$ cat config.mk
export PLATFORM = sky130hd
export DESIGN_NAME = muldiv_unit
export DESIGN_NICKNAME = d
export VERILOG_FILES = /design/src/rtl/muldiv_pkg.sv /design/src/rtl/muldiv_step.sv /design/src/rtl/muldiv_unit.sv
export SDC_FILE = /design/constraint.sdc
export NUM_CORES = 1
export LEC_CHECK = 0
export BUFFER_PORTS_ARGS = -buffer_cell sky130_fd_sc_hd__buf_2
export CAP_MARGIN = 0
export CORE_ASPECT_RATIO = 1.4
export CORE_MARGIN = 2
export CORE_UTILIZATION = 26
export DETAILED_ROUTE_END_ITERATION = 16
export GPL_TIMING_DRIVEN = 0
export PLACE_DENSITY = 0.51
export SLEW_MARGIN = 20
export SYNTH_ARGS = -nofsm -noshare
export SYNTH_HDL_FRONTEND = slang
export SYNTH_SLANG_ARGS = --single-unit
$ cat constraint.sdc
create_clock -name clk -period 10 [get_ports clk]
set_input_delay 1.5 -clock clk [delete_from_list [all_inputs] [get_ports clk]]
set_output_delay 1.5 -clock clk [all_outputs]
set_load 0.01 [all_outputs]
$ cat src/rtl/muldiv_pkg.sv
// muldiv_pkg: shared constants and types for the HI/LO multiply/divide unit.
// The divider datapath is only built when MULDIV_DIV_EN is defined.
package muldiv_pkg;

   localparam int DEF_DATA_W    = 32;
   localparam int DEF_STEP_BITS = 1;

   typedef enum logic [1:0] {
      OP_MULT  = 2'b00,
      OP_MULTU = 2'b01,
      OP_DIV   = 2'b10,
      OP_DIVU  = 2'b11
   } op_e;

   typedef enum logic [1:0] {
      ST_IDLE = 2'b00,
      ST_RUN  = 2'b01,
      ST_DONE = 2'b10
   } state_e;

endpackage

$ cat src/rtl/muldiv_step.sv
// muldiv_step: one RUN-cycle worth of unsigned shift-add multiply or
// restoring divide, STEP_BITS result bits per call.
// Multiply: {acc, sh} is the partial product, sh starts as the multiplier.
// Divide (only with MULDIV_DIV_EN): acc is the partial remainder, sh starts
// as the dividend and collects quotient bits from the right.
module muldiv_step
   import muldiv_pkg::*;
#(
   parameter int DATA_W    = DEF_DATA_W,
   parameter int STEP_BITS = DEF_STEP_BITS
) (
`ifdef MULDIV_DIV_EN
   input  logic              is_div,
`endif
   input  logic [DATA_W-1:0] acc_in,
   input  logic [DATA_W-1:0] sh_in,
   input  logic [DATA_W-1:0] opnd,
   output logic [DATA_W-1:0] acc_out,
   output logic [DATA_W-1:0] sh_out
);

   logic [DATA_W:0]   wide;
   logic [DATA_W-1:0] acc_v;
   logic [DATA_W-1:0] sh_v;

   // Unrolled iteration of STEP_BITS single-bit multiply/divide steps.
   always_comb begin
      acc_v = acc_in;
      sh_v  = sh_in;
      wide  = '0;
      for (int i = 0; i < STEP_BITS; i++) begin
`ifdef MULDIV_DIV_EN
         if (is_div) begin
            wide = {acc_v, sh_v[DATA_W-1]};
            sh_v = {sh_v[DATA_W-2:0], 1'b0};
            if (wide >= {1'b0, opnd}) begin
               wide    = wide - {1'b0, opnd};
               sh_v[0] = 1'b1;
            end else begin
               sh_v[0] = 1'b0;
            end
            acc_v = wide[DATA_W-1:0];
         end else begin
`endif
            if (sh_v[0]) begin
               wide = {1'b0, acc_v} + {1'b0, opnd};
            end else begin
               wide = {1'b0, acc_v};
            end
            sh_v  = {wide[0], sh_v[DATA_W-1:1]};
            acc_v = wide[DATA_W:1];
`ifdef MULDIV_DIV_EN
         end
`endif
      end
      acc_out = acc_v;
      sh_out  = sh_v;
   end

endmodule

$ cat src/rtl/muldiv_unit.sv
// muldiv_unit: iterative MIPS-style multiply/divide unit with HI/LO registers.
// Signed operations run on magnitudes and fix the signs on the final edge.
// Define MULDIV_DIV_EN to build the divider; otherwise DIV/DIVU complete
// immediately and leave HI/LO untouched.
module muldiv_unit
   import muldiv_pkg::*;
#(
   parameter int DATA_W    = DEF_DATA_W,
   parameter int STEP_BITS = DEF_STEP_BITS
) (
   input  logic              clk,
   input  logic              reset,
   input  logic              start,
   input  logic [1:0]        op,
   input  logic [DATA_W-1:0] a,
   input  logic [DATA_W-1:0] b,
   input  logic              flush,
   input  logic              hilo_we,
   input  logic              hilo_sel,
   input  logic [DATA_W-1:0] hilo_wdata,
   output logic              busy,
   output logic              done,
   output logic              div_by_zero,
   output logic [DATA_W-1:0] hi,
   output logic [DATA_W-1:0] lo
);

   localparam int N     = DATA_W / STEP_BITS;
   localparam int CNT_W = (N > 1) ? $clog2(N) : 1;
   localparam logic [CNT_W-1:0] CNT_LAST = CNT_W'(N - 1);

   // Conditional two's-complement negate (magnitude / sign restore).
   function automatic logic [DATA_W-1:0] cneg(input logic [DATA_W-1:0] v, input logic s);
      if (s) begin
         return ~v + DATA_W'(1);
      end else begin
         return v;
      end
   endfunction

   state_e              state, state_next;
   logic [CNT_W-1:0]    cnt;
   logic [DATA_W-1:0]   acc, sh, opnd, acc_nx, sh_nx, res_hi, res_lo;
   logic [2*DATA_W-1:0] prod;
   logic                neg_lo, is_signed, div_op, last;
`ifdef MULDIV_DIV_EN
   logic                is_div, neg_hi, dbz;
   logic [DATA_W-1:0]   a_hold;
`endif

   assign is_signed = (op == OP_MULT) || (op == OP_DIV);
   assign div_op    = (op == OP_DIV) || (op == OP_DIVU);
   assign last      = (cnt == CNT_LAST);

   muldiv_step #(.DATA_W(DATA_W), .STEP_BITS(STEP_BITS)) u_step (
`ifdef MULDIV_DIV_EN
      .is_div  (is_div),
`endif
      .acc_in  (acc),
      .sh_in   (sh),
      .opnd    (opnd),
      .acc_out (acc_nx),
      .sh_out  (sh_nx)
   );

   // FSM state register.
   always_ff @(posedge clk) begin
      if (!reset) begin
         state <= ST_IDLE;
      end else begin
         state <= state_next;
      end
   end

   // Next-state logic; flush overrides everything, including a new start.
   always_comb begin
      state_next = state;
      case (state)
         ST_IDLE: begin
            if (start) begin
`ifdef MULDIV_DIV_EN
               state_next = ST_RUN;
`else
               state_next = div_op ? ST_DONE : ST_RUN;
`endif
            end else begin
               state_next = ST_IDLE;
            end
         end
         ST_RUN: begin
            if (last) begin
               state_next = ST_DONE;
            end else begin
               state_next = ST_RUN;
            end
         end
         ST_DONE: state_next = ST_IDLE;
         default: state_next = ST_IDLE;
      endcase
      if (flush) begin
         state_next = ST_IDLE;
      end else begin
         state_next = state_next;
      end
   end

   // Final HI/LO value from the last step: sign fix-up and divide-by-zero result.
   always_comb begin
      prod = {acc_nx, sh_nx};
      if (neg_lo) begin
         prod = ~prod + (2*DATA_W)'(1);
      end else begin
         prod = {acc_nx, sh_nx};
      end
      res_hi = prod[2*DATA_W-1:DATA_W];
      res_lo = prod[DATA_W-1:0];
`ifdef MULDIV_DIV_EN
      if (is_div) begin
         if (dbz) begin
            res_hi = a_hold;
            res_lo = {DATA_W{1'b1}};
         end else begin
            res_hi = cneg(acc_nx, neg_hi);
            res_lo = cneg(sh_nx, neg_lo);
         end
      end else begin
         res_hi = prod[2*DATA_W-1:DATA_W];
         res_lo = prod[DATA_W-1:0];
      end
`endif
   end

   // Datapath, HI/LO and registered status outputs.
   always_ff @(posedge clk) begin
      if (!reset) begin
         cnt         <= '0;
         acc         <= '0;
         sh          <= '0;
         opnd        <= '0;
         neg_lo      <= 1'b0;
         hi          <= '0;
         lo          <= '0;
         busy        <= 1'b0;
         done        <= 1'b0;
         div_by_zero <= 1'b0;
`ifdef MULDIV_DIV_EN
         is_div      <= 1'b0;
         neg_hi      <= 1'b0;
         dbz         <= 1'b0;
         a_hold      <= '0;
`endif
      end else begin
         busy <= (state_next == ST_RUN);
         done <= (state_next == ST_DONE);
`ifdef MULDIV_DIV_EN
         div_by_zero <= (state_next == ST_DONE) && dbz;
`else
         div_by_zero <= 1'b0;
`endif
         if ((state == ST_IDLE) && hilo_we) begin
            if (hilo_sel) begin
               hi <= hilo_wdata;
            end else begin
               lo <= hilo_wdata;
            end
         end
         if (flush) begin
            cnt <= '0;
         end else begin
            case (state)
               ST_IDLE: begin
                  cnt <= '0;
                  if (start) begin
                     acc    <= '0;
                     neg_lo <= is_signed && (a[DATA_W-1] ^ b[DATA_W-1]);
                     opnd   <= cneg(a, is_signed && a[DATA_W-1]);
                     sh     <= cneg(b, is_signed && b[DATA_W-1]);
`ifdef MULDIV_DIV_EN
                     is_div <= div_op;
                     dbz    <= div_op && (b == '0);
                     neg_hi <= div_op && is_signed && a[DATA_W-1];
                     a_hold <= a;
                     if (div_op) begin
                        opnd <= cneg(b, is_signed && b[DATA_W-1]);
                        sh   <= cneg(a, is_signed && a[DATA_W-1]);
                     end
`endif
                  end
               end
               ST_RUN: begin
                  acc <= acc_nx;
                  sh  <= sh_nx;
                  cnt <= cnt + CNT_W'(1);
                  if (last) begin
                     hi <= res_hi;
                     lo <= res_lo;
                  end
               end
               ST_DONE: cnt <= '0;
               default: cnt <= '0;
            endcase
         end
      end
   end

endmodule
# After elaboration in Yosys (flattened, before gate mapping)
# Cells that the tools add are included.
# W data, S select, Z words.
# totals
regBits	170
input_bits	104
out_inout_bits	67
word_cells	64
# op_classes
add_sub_neg	5
eq_ne	7
mux	23
bitwise_logic	7
n_reduce_logical	12
# op_table
operator	count
$mux W32	14
$pmux W32 S2	2
$add A32 B1 Y32 const B	2
$add A64 B1 Y64 const B	1
$mux W64	1
$not A32 Y32	2
$not A64 Y64	1
$add A32 B32 Y33	1
$mux W33	1
$mux W2	4
$eq A2 B2 Y1 const B	3
$reduce_and A3 Y1	2
$add A5 B1 Y5 const B	1
$eq A5 B5 Y1 const B	1
$eq A2 B1 Y1 const B	2
$logic_and A1 B1 Y1	4
$logic_not A2 Y1	2
$pmux W2 S2	1
$not A1 Y1	3
$reduce_or A3 Y1	1
$logic_or A1 B1 Y1	2
$ne A2 B2 Y1 const B	1
$reduce_bool A2 Y1	1
$xor A1 B1 Y1	1

# Logic depth before layout (Yosys ltp)
# logic_depth
depth_word	8
ltp_mapped	14
mapped_depth_nobuf	12

# Hierarchy
# From an unflattened synthesis, not the netlist that was laid out.
# hier_totals
cells_unflattened	1513
hier_area_um2	12060.3
# modules_own_cells
mod	n_inst	cells_each	area_per_inst_um2	seq_area_each_um2
muldiv_unit	1	1142	9492.9	3403.3
muldiv_step	1	371	2567.5	0.0

# Worst setup path after synthesis
# Ideal clock, no wire load.
# synth_path
path_kind	reg-to-reg
start	register acc[0]
end	register hi[23]
setup_time_ns	0.103
t_arrival_ns	3.939
t_required_ns	9.897
path_slack_ns	5.957
stages_incl_launch_ff	14
path_buffers	1
cell_sequence	dfxtp_1 ha_1 fa_1 a21o_1 a221o_1 buf_2 a21o_1 a221oi_2 or3b_2 or2_0 or4_4 nor3_4 mux2i_1 a2111oi_2
# synth_between
elab_chain_cells	8
# synth_rtl
element	line_no	source
from (decl)	muldiv_unit.sv:43	logic [DATA_W-1:0] acc, sh, opnd, acc_nx, sh_nx, res_hi, res_lo;
from (signal assigned)	muldiv_unit.sv:191	acc <= acc_nx;
$add A32 B32 Y33	muldiv_step.sv:46	wide = {1'b0, acc_v} + {1'b0, opnd};
$mux W33 *	muldiv_step.sv:45	if (sh_v[0]) begin
$not A64 Y64	muldiv_unit.sv:111	prod = ~prod + (2*DATA_W)'(1);
$add A64 B1 Y64	muldiv_unit.sv:111	
$mux W64 *	muldiv_unit.sv:110	if (neg_lo) begin
$mux W32 *	muldiv_unit.sv:194	if (last) begin
$mux W32 *	muldiv_unit.sv:170	case (state)
$mux W32 *	muldiv_unit.sv:167	if (flush) begin
to (signal assigned)	muldiv_unit.sv:162	hi <= hilo_wdata;
to (signal assigned)	muldiv_unit.sv:195	hi <= res_hi;
to (decl)	muldiv_unit.sv:24	output logic [DATA_W-1:0] hi,
# Every way passes the cells marked *; elsewhere a longest branch is shown, timed or not.
# A chain may end at the register's enable or synchronous reset.

# Worst setup path in the final report
# layout_path
start	register acc[0]
end	register hi[25]
# Same word-level chain as after synthesis.

==> qor.csv <==
stage;metric;value;unit
placed_design;Detailed Place HPWL;39080;um
cts;maximum clock path buffer count;2;
placed_design;pre-CTS worst setup slack;5.293;ns
global_route;grt met2 use;38.38;%
synth;Syn Area/Cell;7.835;um2
global_route;GRT busiest layer;met2;
critical_path;critical path arrival;5.18;ns
global_route;initial antenna violation count;0;
timing;final setup violation count;0;
floorplan;Die Height;255.7;um
floorplan;Core ar.;44890;um2
outcome;outcome;finished, final reports clean;
finish;final net count;1832;
floorplan;cell row count;92;
critical_path;cells on worst reg2reg path;13;
floorplan;starting density of the core;26.22;%
critical_path;Worst setup SP type;flip-flop;
synth;Unique masters post-synth;79;
timing;clk_skew;0.01160;ns
synth;Post-synth top flop;dfxtp_1;
global_route;M1 GR Usage;21.15;%
critical_path;Crit path required time;10.33;ns
cts;setup repair bufs after CTS;0;
route;vias per std cell;5.305;
global_route;grt total ovfl;0;
cts;TritonCTS clock tree;built;
critical_path;Worst R2R End;hi[25];
timing;Slew Limit Fails;0;
power;P_leak;5.382;nW
global_route;vias in the first global route;12055;
critical_path;RR Startpoint;acc[0];
cts;H-tree Lvls;4;
finish;ANT cells;0;
synth;Seq/Total Area, Yosys;28.92;%
finish;FF+latch area;3403;um2
critical_path;CP Max Fanout;10;
route;via count;12026;
route;Iter 0 DRT Violations;611;
placed_design;# port buffers;169;
timing;post-layout min period;4.848;ns
synth;yosys warns;0;
synth;cells after synthesis;1502;
critical_path;Reg2Reg Setup Slack;5.15;ns
floorplan;IO Pins;171;
timing;RSZ-0062 raised after global routing;false;
power;pwr dens;129.7;nW/um2
timing;fin crit share;48.48;%
global_route;pin count of the biggest net entering global routing;17;
route;DRC;0;
critical_path;crit path capture;hi[25];
cts;worst skew pair latency;0.47;ns
finish;P&R area growth vs syn;18.36;%
critical_path;critical path class;reg -> reg;
cts;clk sinks;170;
run;max-cap viol count;0;
route;Routed WL per cell;20.88;um
route;final WL;47330;um
timing;Rel. slew slack;38.01;%
finish;layout cells sized above 1;13.92;%
route;post-route ant nets;0;
timing;Final Hold Viols;0;
global_route;GRT met3 Usage;2.547;%
timing;final worst slack;5.152;ns
cts;Root Driver;clkbuf_16;
timing;Peak Freq;206.3;MHz
floorplan;DIE WIDTH;183.8;um
synth;EDFF count, synth;0;
synth;syn_nets;1644;
critical_path;CP Capture Type;flip-flop;
global_route;gr usage total;20.03;%
placed_design;RePlAce Congestion;0.9200;
synth;#FFs+latches synth;170;
worst_hold_path;worst hold stages;1;
global_route;first-pass GRT wire length;71460;um
cts;CTS clock-pin slew for the worst setup and hold paths;0.07;ns
timing;Final TNS setup;0;ns
route;First-pass DRT Iterations;5;
cts;Num CTS Buffers;17;
power;peak supply drop;0.0001066;V
floorplan;die area;47010;um2
synth;async set-reset flop share out of synthesis;0;%
finish;fillers;4845;
cts;CTS resizes;0;
worst_hold_path;Hold Crit Class;reg -> reg;
finish;footprint of the multi-input gates;7928;um2
critical_path;CP Launch Point;acc[0];
synth;mapped cell area;11770;um2
timing;Worst-Margin Slew;0.9298;ns
cts;hold buffers post-CTS;0;
state kept, by name (all words and copies together) (netlist names):
signal,count
opnd,32
sh,32
done,1
hi,32
acc,32
cnt,5
state,2
neg_lo,1
busy,1
lo,32
placed cells by master (no fill, tap or decap), types with 9 or more instances in the layout:
| cell | instances |
|---|---|
| clkbuf_1 | 86 |
| ha_1 | 37 |
| a22o_1 | 14 |
| o211ai_1 | 20 |
| o41ai_1 | 15 |
| nand2b_1 | 14 |
| or4_1 | 11 |
| nand2_1 | 115 |
| nor2_1 | 195 |
| inv_1 | 20 |
| a211oi_1 | 114 |
| o31ai_1 | 30 |
| clkbuf_16 | 17 |
| o21ai_0 | 88 |
| dfxtp_1 | 170 |
| mux2i_1 | 63 |
| xor2_1 | 48 |
| mux2_2 | 13 |
| nor4_1 | 14 |
| nor3_1 | 23 |
| xnor2_1 | 75 |
| nor2b_1 | 13 |
| a21oi_1 | 106 |
| nand3_1 | 26 |
| nand4_1 | 18 |
| or3_1 | 22 |
| a21o_1 | 9 |
| and3_1 | 10 |
| buf_2 | 170 |
metrics by stage:
step / power [mW] / hold WS, ns / instances / instance area [um2] / util (%)
global route: 1.880 / 0.4747 / 2267 / 13930 / 31.03
floorplan: 0.9730 / 0.4175 / 1502 / 11770 / -
finish: 1.807 / 0.4599 / 2267 / 13930 / 31.03
detailed placement: 1.117 / 0.4471 / 2235 / 13330 / 29.69
global placement: 1.114 / 0.4403 / 2235 / 13320 / 29.67
CTS: 1.814 / 0.4601 / 2267 / 13930 / 31.03
where the power goes:
| group | total, mW | internal [mW] | switching, mW |
|---|---|---|---|
| clock | 0.703 | 0.392 | 0.311 |
| sequential | 0.745 | 0.709 | 0.0362 |
| combinational | 0.359 | 0.136 | 0.223 |
synth_stat cells, drive strengths merged (4+ instances only):
cell    number  area, um2
o31ai       30      225.2
ha          37      462.9
nor3        24      131.4
or3         24      160.2
o21ai       92      460.4
or2          7      43.80
nand4       18      112.6
a21o         9      67.56
nand3       26      130.1
nand3b       4      30.03
nor4        15      100.1
mux2i       63      630.6
and3        10      62.56
a211o        8      70.07
inv         21      78.82
o211ai      20      150.1
a22o        14      122.6
and2         7      43.80
nor2       196      743.2
buf         10      42.54
nand2b      14      87.58
dfxtp      170       3403
a21oi      106      530.5
mux2        13      146.4
clkbuf      85      319.1
o22ai        6      37.54
nor3b        5      37.54
a211oi     114      855.8
o21a         7      52.55
a311oi       7      61.31
xnor2       75      656.9
xor2        48      420.4
a31oi        7      43.79
o41ai       15      131.4
or4         14      116.4
nand2      115      431.7
o211a        4      40.04
nor2b       13      81.33
final cells by class:
cell class              instances  area share [%]
inverters                      22          0.5928
well taps                     564           5.066
repair buffers                169           6.072
flip-flops and latches        170           24.43
plain buffers                  95           2.596
clock inverters                11          0.9521
multi-input cells            1215           56.91
clock buffers                  21           3.377
critical path: stages, from the launching register on:
cell and delay [ns]:
dfxtp_1 0.33, ha_1 0.24, fa_1 0.41, a21o_1 0.20
a221o_1 0.28, buf_2 0.19, a21o_1 0.28, a221oi_2 0.51
or3b_2 0.55, nor4_1 0.65, nand2_1 0.32, o41ai_1 0.40
xnor2_1 0.21, o22ai_1 0.13
worst min path at each step:
stage                     startpoint     end
final                         cnt[0]  cnt[0]
after global routing          cnt[0]  cnt[0]
after CTS                     cnt[0]  cnt[0]
after detailed placement      cnt[0]  cnt[0]
after global placement        cnt[0]  cnt[0]
after floorplan               cnt[0]  cnt[0]
metal layers:
layer	part of all wire, %	up-vias	routed length [um]
met5	0	-	0
met4	4.7	0	2245
met3	3.3	92	1583
met2	54	288	25380
met1	38	5696	18120
li1	-	5950	-
logic make-up after synthesis:
| group | count (synthesis) | share of synthesized area (%) |
|---|---|---|
| other | 1 | 0.03186 |
| adder cells (fa/ha/maj) | 38 | 4.104 |
| buffers and inverters | 117 | 3.774 |
| flip-flops | 170 | 28.92 |
| XOR/XNOR | 123 | 9.154 |
| multiplexers | 76 | 6.602 |
| AND/OR/NAND/NOR | 503 | 20.51 |
| AO/OA/AOI/OAI | 474 | 26.91 |
Power figures use the tool's default switching activity.
